File: src/rtl/fp32_pkg.sv
// Shared FP32 field widths, constants, FSM states and packing helper.
// Imported by the sequential subtractor and the alignment shifter.
package fp32_pkg;

   localparam int EXP_W  = 8;
   localparam int FRAC_W = 23;
   localparam int MANT_W = 24;

   localparam logic [EXP_W-1:0] EXP_MAX   = 8'hFF;
   localparam logic [31:0]      FP32_QNAN = 32'h7FC00000;

   typedef enum logic [2:0] {
      IDLE,
      ALIGN,
      ADDSUB,
      NORM,
      DONE
   } state_t;

   typedef struct packed {
      logic              sign;
      logic [EXP_W-1:0]  exp;
      logic [FRAC_W-1:0] frac;
   } fp32_t;

   // Pack a result; a widened exponent at or above 255 saturates to Inf.
   function automatic logic [31:0] pack_fp32(
      input logic              s,
      input logic [EXP_W:0]    e,
      input logic [FRAC_W-1:0] f
   );
      if (e >= 9'd255)
         return {s, EXP_MAX, 23'h0};
      return {s, e[EXP_W-1:0], f};
   endfunction

endpackage

File: src/rtl/fp32_align_shift.sv
// Swap two FP32 operands by magnitude and right-align the smaller one.
// Shifts of 24 or more saturate to zero; shifted-out bits are truncated.
module fp32_align_shift
   import fp32_pkg::*;
(
   input  fp32_t             op_x,
   input  fp32_t             op_y,
   output logic              sign_l,
   output logic              sign_s,
   output logic [EXP_W-1:0]  exp_l,
   output logic [MANT_W-1:0] mant_l,
   output logic [MANT_W-1:0] mant_s
);

   logic [MANT_W-1:0] mx;
   logic [MANT_W-1:0] my;
   logic [MANT_W-1:0] ms_raw;
   logic [EXP_W-1:0]  es;
   logic [EXP_W-1:0]  diff;
   logic              swap;

   // Zero-exponent operands carry no implicit one; order, then shift.
   always_comb begin
      mx     = (op_x.exp == '0) ? '0 : {1'b1, op_x.frac};
      my     = (op_y.exp == '0) ? '0 : {1'b1, op_y.frac};
      swap   = {op_y.exp, my} > {op_x.exp, mx};
      sign_l = op_x.sign;
      sign_s = op_y.sign;
      exp_l  = op_x.exp;
      es     = op_y.exp;
      mant_l = mx;
      ms_raw = my;
      if (swap) begin
         sign_l = op_y.sign;
         sign_s = op_x.sign;
         exp_l  = op_y.exp;
         es     = op_x.exp;
         mant_l = my;
         ms_raw = mx;
      end
      diff   = exp_l - es;
      mant_s = (diff >= 8'd24) ? '0 : (ms_raw >> diff);
   end

endmodule

File: src/rtl/fp32_subtractor_seq.sv
// Multi-cycle FP32 subtractor (a - b), truncating, one-bit-per-cycle normalise.
// Define FP32_SUB_SPECIALS_EN to add NaN/Inf handling in ALIGN.
module fp32_subtractor_seq
   import fp32_pkg::*;
#(
   parameter logic ZERO_SIGN = 1'b0
)
(
   input  logic        clk,
   input  logic        rst_n,
   input  logic        in_valid,
   output logic        in_ready,
   input  logic [31:0] a,
   input  logic [31:0] b,
   output logic        out_valid,
   input  logic        out_ready,
   output logic [31:0] result,
   output logic        busy
);

   state_t state;
   state_t state_nx;

   fp32_t             op_a;
   fp32_t             op_b;
   logic              sign_l_r;
   logic              sign_s_r;
   logic [EXP_W:0]    exp_r;
   logic [MANT_W-1:0] mant_l_r;
   logic [MANT_W-1:0] mant_s_r;
   logic [MANT_W:0]   sum_r;
   logic [31:0]       result_r;

   logic              al_sign_l;
   logic              al_sign_s;
   logic [EXP_W-1:0]  al_exp_l;
   logic [MANT_W-1:0] al_mant_l;
   logic [MANT_W-1:0] al_mant_s;
   logic              norm_done;

   fp32_align_shift u_align (
      .op_x   (op_a),
      .op_y   (op_b),
      .sign_l (al_sign_l),
      .sign_s (al_sign_s),
      .exp_l  (al_exp_l),
      .mant_l (al_mant_l),
      .mant_s (al_mant_s)
   );

   assign norm_done = sum_r[MANT_W] | (sum_r == '0) |
                      sum_r[MANT_W-1] | (exp_r <= 9'd1);

`ifdef FP32_SUB_SPECIALS_EN
   logic        spec_hit;
   logic [31:0] spec_res;
   logic        nan_a;
   logic        nan_b;
   logic        inf_a;
   logic        inf_b;

   // Detect NaN/Inf operands; b already carries its effective sign.
   always_comb begin
      nan_a    = (op_a.exp == EXP_MAX) && (op_a.frac != '0);
      nan_b    = (op_b.exp == EXP_MAX) && (op_b.frac != '0);
      inf_a    = (op_a.exp == EXP_MAX) && (op_a.frac == '0);
      inf_b    = (op_b.exp == EXP_MAX) && (op_b.frac == '0);
      spec_hit = (op_a.exp == EXP_MAX) || (op_b.exp == EXP_MAX);
      spec_res = FP32_QNAN;
      if (nan_a || nan_b)
         spec_res = FP32_QNAN;
      else if (inf_a && inf_b)
         spec_res = (op_a.sign == op_b.sign) ?
                    {op_a.sign, EXP_MAX, 23'h0} : FP32_QNAN;
      else if (inf_a)
         spec_res = {op_a.sign, EXP_MAX, 23'h0};
      else if (inf_b)
         spec_res = {op_b.sign, EXP_MAX, 23'h0};
   end
`endif

   // State register.
   always_ff @(posedge clk or negedge rst_n) begin
      if (!rst_n)
         state <= IDLE;
      else
         state <= state_nx;
   end

   // Next-state logic.
   always_comb begin
      state_nx = state;
      unique case (state)
         IDLE:   if (in_valid) state_nx = ALIGN;
`ifdef FP32_SUB_SPECIALS_EN
         ALIGN:  state_nx = spec_hit ? DONE : ADDSUB;
`else
         ALIGN:  state_nx = ADDSUB;
`endif
         ADDSUB: state_nx = NORM;
         NORM:   if (norm_done) state_nx = DONE;
         DONE:   if (out_ready) state_nx = IDLE;
         default: state_nx = IDLE;
      endcase
   end

   // Handshake outputs decoded from state.
   always_comb begin
      in_ready  = (state == IDLE);
      out_valid = (state == DONE);
      busy      = (state != IDLE);
   end

   assign result = result_r;

   // Datapath: capture, align, add/sub, normalise and pack.
   always_ff @(posedge clk or negedge rst_n) begin
      if (!rst_n) begin
         op_a     <= '0;
         op_b     <= '0;
         sign_l_r <= 1'b0;
         sign_s_r <= 1'b0;
         exp_r    <= '0;
         mant_l_r <= '0;
         mant_s_r <= '0;
         sum_r    <= '0;
         result_r <= '0;
      end else begin
         unique case (state)
            IDLE: begin
               if (in_valid) begin
                  op_a <= a;
                  op_b <= {~b[31], b[30:0]};
               end
            end
            ALIGN: begin
               sign_l_r <= al_sign_l;
               sign_s_r <= al_sign_s;
               exp_r    <= {1'b0, al_exp_l};
               mant_l_r <= al_mant_l;
               mant_s_r <= al_mant_s;
`ifdef FP32_SUB_SPECIALS_EN
               if (spec_hit)
                  result_r <= spec_res;
`endif
            end
            ADDSUB: begin
               if (sign_l_r == sign_s_r)
                  sum_r <= {1'b0, mant_l_r} + {1'b0, mant_s_r};
               else
                  sum_r <= {1'b0, mant_l_r} - {1'b0, mant_s_r};
            end
            NORM: begin
               if (sum_r[MANT_W])
                  result_r <= pack_fp32(sign_l_r, exp_r + 9'd1,
                                        sum_r[MANT_W-1:1]);
               else if (sum_r == '0)
                  result_r <= {ZERO_SIGN, 31'h0};
               else if (sum_r[MANT_W-1])
                  result_r <= pack_fp32(sign_l_r, exp_r,
                                        sum_r[FRAC_W-1:0]);
               else if (exp_r <= 9'd1)
                  result_r <= {sign_l_r, 31'h0};
               else begin
                  sum_r <= sum_r << 1;
                  exp_r <= exp_r - 9'd1;
               end
            end
            DONE: ;
            default: ;
         endcase
      end
   end

endmodule

File: config.mk
export PLATFORM = sky130hd
export DESIGN_NAME = fp32_subtractor_seq
export DESIGN_NICKNAME = d
export VERILOG_FILES = /design/src/rtl/fp32_pkg.sv /design/src/rtl/fp32_align_shift.sv /design/src/rtl/fp32_subtractor_seq.sv
export SDC_FILE = /design/constraint.sdc
export NUM_CORES = 1
export LEC_CHECK = 0
export ABC_AREA = 1
export CAP_MARGIN = 40
export CELL_PAD_IN_SITES_DETAIL_PLACEMENT = 0
export CELL_PAD_IN_SITES_GLOBAL_PLACEMENT = 1
export CORE_MARGIN = 3
export CORE_UTILIZATION = 35
export DETAILED_ROUTE_END_ITERATION = 8
export PLACE_DENSITY_LB_ADDON = 0.1
export SYNTH_ARGS = -nofsm -noshare
export SYNTH_HDL_FRONTEND = slang
export SYNTH_SLANG_ARGS = --single-unit
export TNS_END_PERCENT = 5
File: constraint.sdc
create_clock -name clk -period 8 [get_ports clk]
set_input_delay 1.6 -clock clk [delete_from_list [all_inputs] [get_ports clk]]
set_output_delay 1.6 -clock clk [all_outputs]
set_load 0.02 [all_outputs]
==> results.py <==
metrics = {
    "clock_network": {
        "cts_tree": "yes",
        "worstSkewPairLatency_ns": 0.47,
        "cts_buffers": 17,
        "clock-sinks": 183,
        "cts.htree.levels": 4,
        "cts_max_path_buffers": 2,
        "cts-root-buf": "clkbuf_16",
        "post_cts_buffers": 0,
        "cts_hold_buf": 0,
        "path_clk_slew_ns": 0.08,
        "ctsResizeCount": 0,
    },
    "synthesis": {
        "syn-num-nets": 1910,
        "yosysWarnings": 0,
        "synthCells": 1778,
        "yosysTopAreaCell": "dfrtp_1",
        "synth_top_area_share_pct": 36.63,
        "synth_edf_count": 0,
        "synth_flop_cell": "dfrtp_1",
        "yosys-top-cells-area": "dfrtp_1 (37%), nand2_1 (13%), a21oi_1 (7.9%)",
        "ys_ff_latch": 183,
        "ys_types": 50,
        "ys_async_sr_fraction_pct": 100.0,
        "synth.cell_area_sq_mm": 0.01250,
        "avgSynthCellArea_sq_um": 7.031,
        "seq_area_frac_synth_pct": 36.63,
    },
    "critical_path": {
        "r2r_cells": 23,
        "required_ns": 8.36,
        "cp-startpoint": "op_a[29]",
        "startpoint_type": "flip-flop",
        "crit-reg2reg-launch": "op_a[29]",
        "path_class": "flip-flop to flip-flop",
        "cp_data_arrival_time_ns": 6.64,
        "r2r_end": "mant_s_r[1]",
        "setup.worst_path.end": "mant_s_r[1]",
        "endpoint_kind": "flip-flop",
        "cp_max_fo": 94,
        "rrSetupSlack_ns": 1.72,
    },
    "place": {
        "hpwl_mm": 29.71,
        "pre_cts_ws_ns": 1.772,
        "port_buffers": 102,
        "gp_congestion": 0.9023,
    },
    "timing": {
        "worst_slack_ns": 1.721,
        "worstMarginPinSlew_ns": 0.8811,
        "rsz0062_at_grt": "false",
        "hold_viol_final": 0,
        "finalCritPeriodShare_pct": 78.49,
        "drv_slew": 0,
        "fin_crit_ns": 6.279,
        "slew_headroom_pct": 41.26,
        "finalSetupViolCount": 0,
        "tns_ns": 0,
        "fin_worst_skew_ns": 0.01436,
        "max_freq_ghz": 0.1593,
    },
    "routing": {
        "drc_errors": 0,
        "finalWirelength_mm": 38.80,
        "dr_total_vias": 11870,
        "drt_first_pass_iters": 5,
        "viasPerCell": 5.155,
        "routedWlPerCell_microns": 16.85,
        "drt_iter0_markers": 684,
        "ant_nets": 0,
    },
    "global_routing": {
        "grt_pass1_vias": 11680,
        "grt_start_max_net_pins": 95,
        "grt_pass1_wl_mm": 63.77,
        "grt_usage_pct": 20.73,
        "antenna_found_initial": 0,
        "grt-ovfl-total": 0,
    },
    "run": {
        "cap_violations": 0,
    },
    "floorplanning": {
        "fp.dieW_microns": 195.0,
        "dieHeight_microns": 195.0,
        "start_util_pct": 35.84,
        "io_pins": 103,
        "fp-row-count": 68,
        "dieArea_sq_mm": 0.03802,
        "design.core.area_sq_mm": 0.03488,
    },
    "final_layout": {
        "num_antenna_cells": 0,
        "synthToLayoutAreaGrowth_pct": 17.11,
        "layout.nets": 1967,
        "drive_gt1_share_pct": 5.844,
    },
    "min_path": {
        "hold_path.class": "flip-flop to flip-flop",
        "min_path_cells": 2,
    },
    "run_status": {
        "status": "finished, final reports clean",
    },
}
-- worst max-delay path, stage by stage (launching register included) --
cell	delay, ns
dfrtp_1	0.38
inv_1	0.14
nand4_1	0.15
nor2_1	0.37
inv_1	0.44
nand2_1	0.24
ha_1	0.18
nand4_1	0.14
nor3_1	0.26
nand2_1	0.09
nand2_1	0.11
nand2_1	0.11
nand2_4	0.14
nand2_4	0.46
nand2_1	0.30
nand3_2	0.10
ha_1	0.83
clkinv_1	0.83
nand3_1	0.34
nand3_1	0.14
nand3_1	0.19
a21oi_1	0.09
nand2_1	0.07
nand2_1	0.05
-- logic make-up after synthesis --
logic type      share of synthesized area (%)
buf+inv                                 7.257
compound gates                          15.88
fa+ha+maj                               6.466
simple gates                            29.29
flops                                   36.63
xor+xnor                                2.582
mux                                     1.892
-- metal layers --
layer  GRT usage, %  part of all wire, %  vias up
met5              0                    0        -
met4          4.647                  1.3        0
met3          2.985                  3.8       25
met2          34.81                   47      254
met1          28.47                   48     5554
li1               -                    -     6038
-- flip-flops by register name, indices dropped and copies added, names as in the netlist --
signal	count
op_b	32
exp_r	9
sign_l_r	1
op_a	32
sign_s_r	1
result	32
sum_r	25
mant_l_r	24
mant_s_r	24
state	3
-- synthesized netlist by cell type, types with 3 or more instances --
master / number
nand2_1: 422
dfrtp_1: 183
a21oi_1: 198
nand2_2: 3
a31oi_1: 17
ha_1: 63
buf_2: 8
o21bai_1: 3
nor2_1: 206
nor3_1: 40
xnor2_1: 11
o22ai_1: 11
nand3_1: 136
o21ai_1: 4
or2_2: 11
xor2_1: 24
o21a_1: 3
clkbuf_1: 62
nand4_1: 25
o211ai_1: 4
nor3b_1: 3
a22oi_1: 3
clkinv_1: 4
inv_1: 142
mux2_2: 21
nor4_1: 8
buf_1: 10
buf_6: 3
o21ai_0: 122
-- per-stage QoR --
stage / instance area, sq um / util, % / hold slack (ns) / instances
after floorplan: 12500 / - / 0.4555 / 1778
after global placement: 13890 / 39.81 / 0.4638 / 2265
after detailed placement: 14030 / 40.23 / 0.4793 / 2271
after CTS: 14640 / 41.97 / 0.4984 / 2303
after global routing: 14640 / 41.97 / 0.5149 / 2303
final: 14640 / 41.97 / 0.4917 / 2303
-- cell usage in the layout, fill, tap and decap left out, drive strengths merged, types with 2 or more instances in the layout --
master	instances
a21o	2
a21oi	199
a22oi	3
a31oi	17
and2	3
buf	21
bufinv	2
clkbuf	19
clkdlybuf4s50	101
clkinv	7
dfrtp	183
ha	63
inv	151
mux2	21
nand2	427
nand3	138
nand4	26
nor2	209
nor3	40
nor3b	3
nor4	8
o211ai	4
o21a	3
o21ai	126
o21bai	3
o221ai	2
o22ai	11
or2	11
xnor2	11
xor2	25
-- worst min-delay path by stage --
stage,slack (ns),end,startpoint
floorplan,0.46,mant_l_r[17],mant_l_r[17]
global placement,0.46,result[22],result[22]
detailed placement,0.48,mant_l_r[4],mant_l_r[4]
CTS,0.50,result[31],result[31]
global route,0.51,result[31],result[31]
finish,0.49,result[22],result[22]
-- area by class of cell --
cell class              count  area [sq um]
clock buffers              19         442.9
multi-input cells        1363          7057
well taps                 455         569.3
clock inverters            13         162.7
flip-flops and latches    183          4579
inverters                 148         555.5
fillers                  3675         20240
repair buffers            122          1272
Power is not shown: default switching activity piles up to over one toggle a cycle in this logic, so the estimate is an artifact.
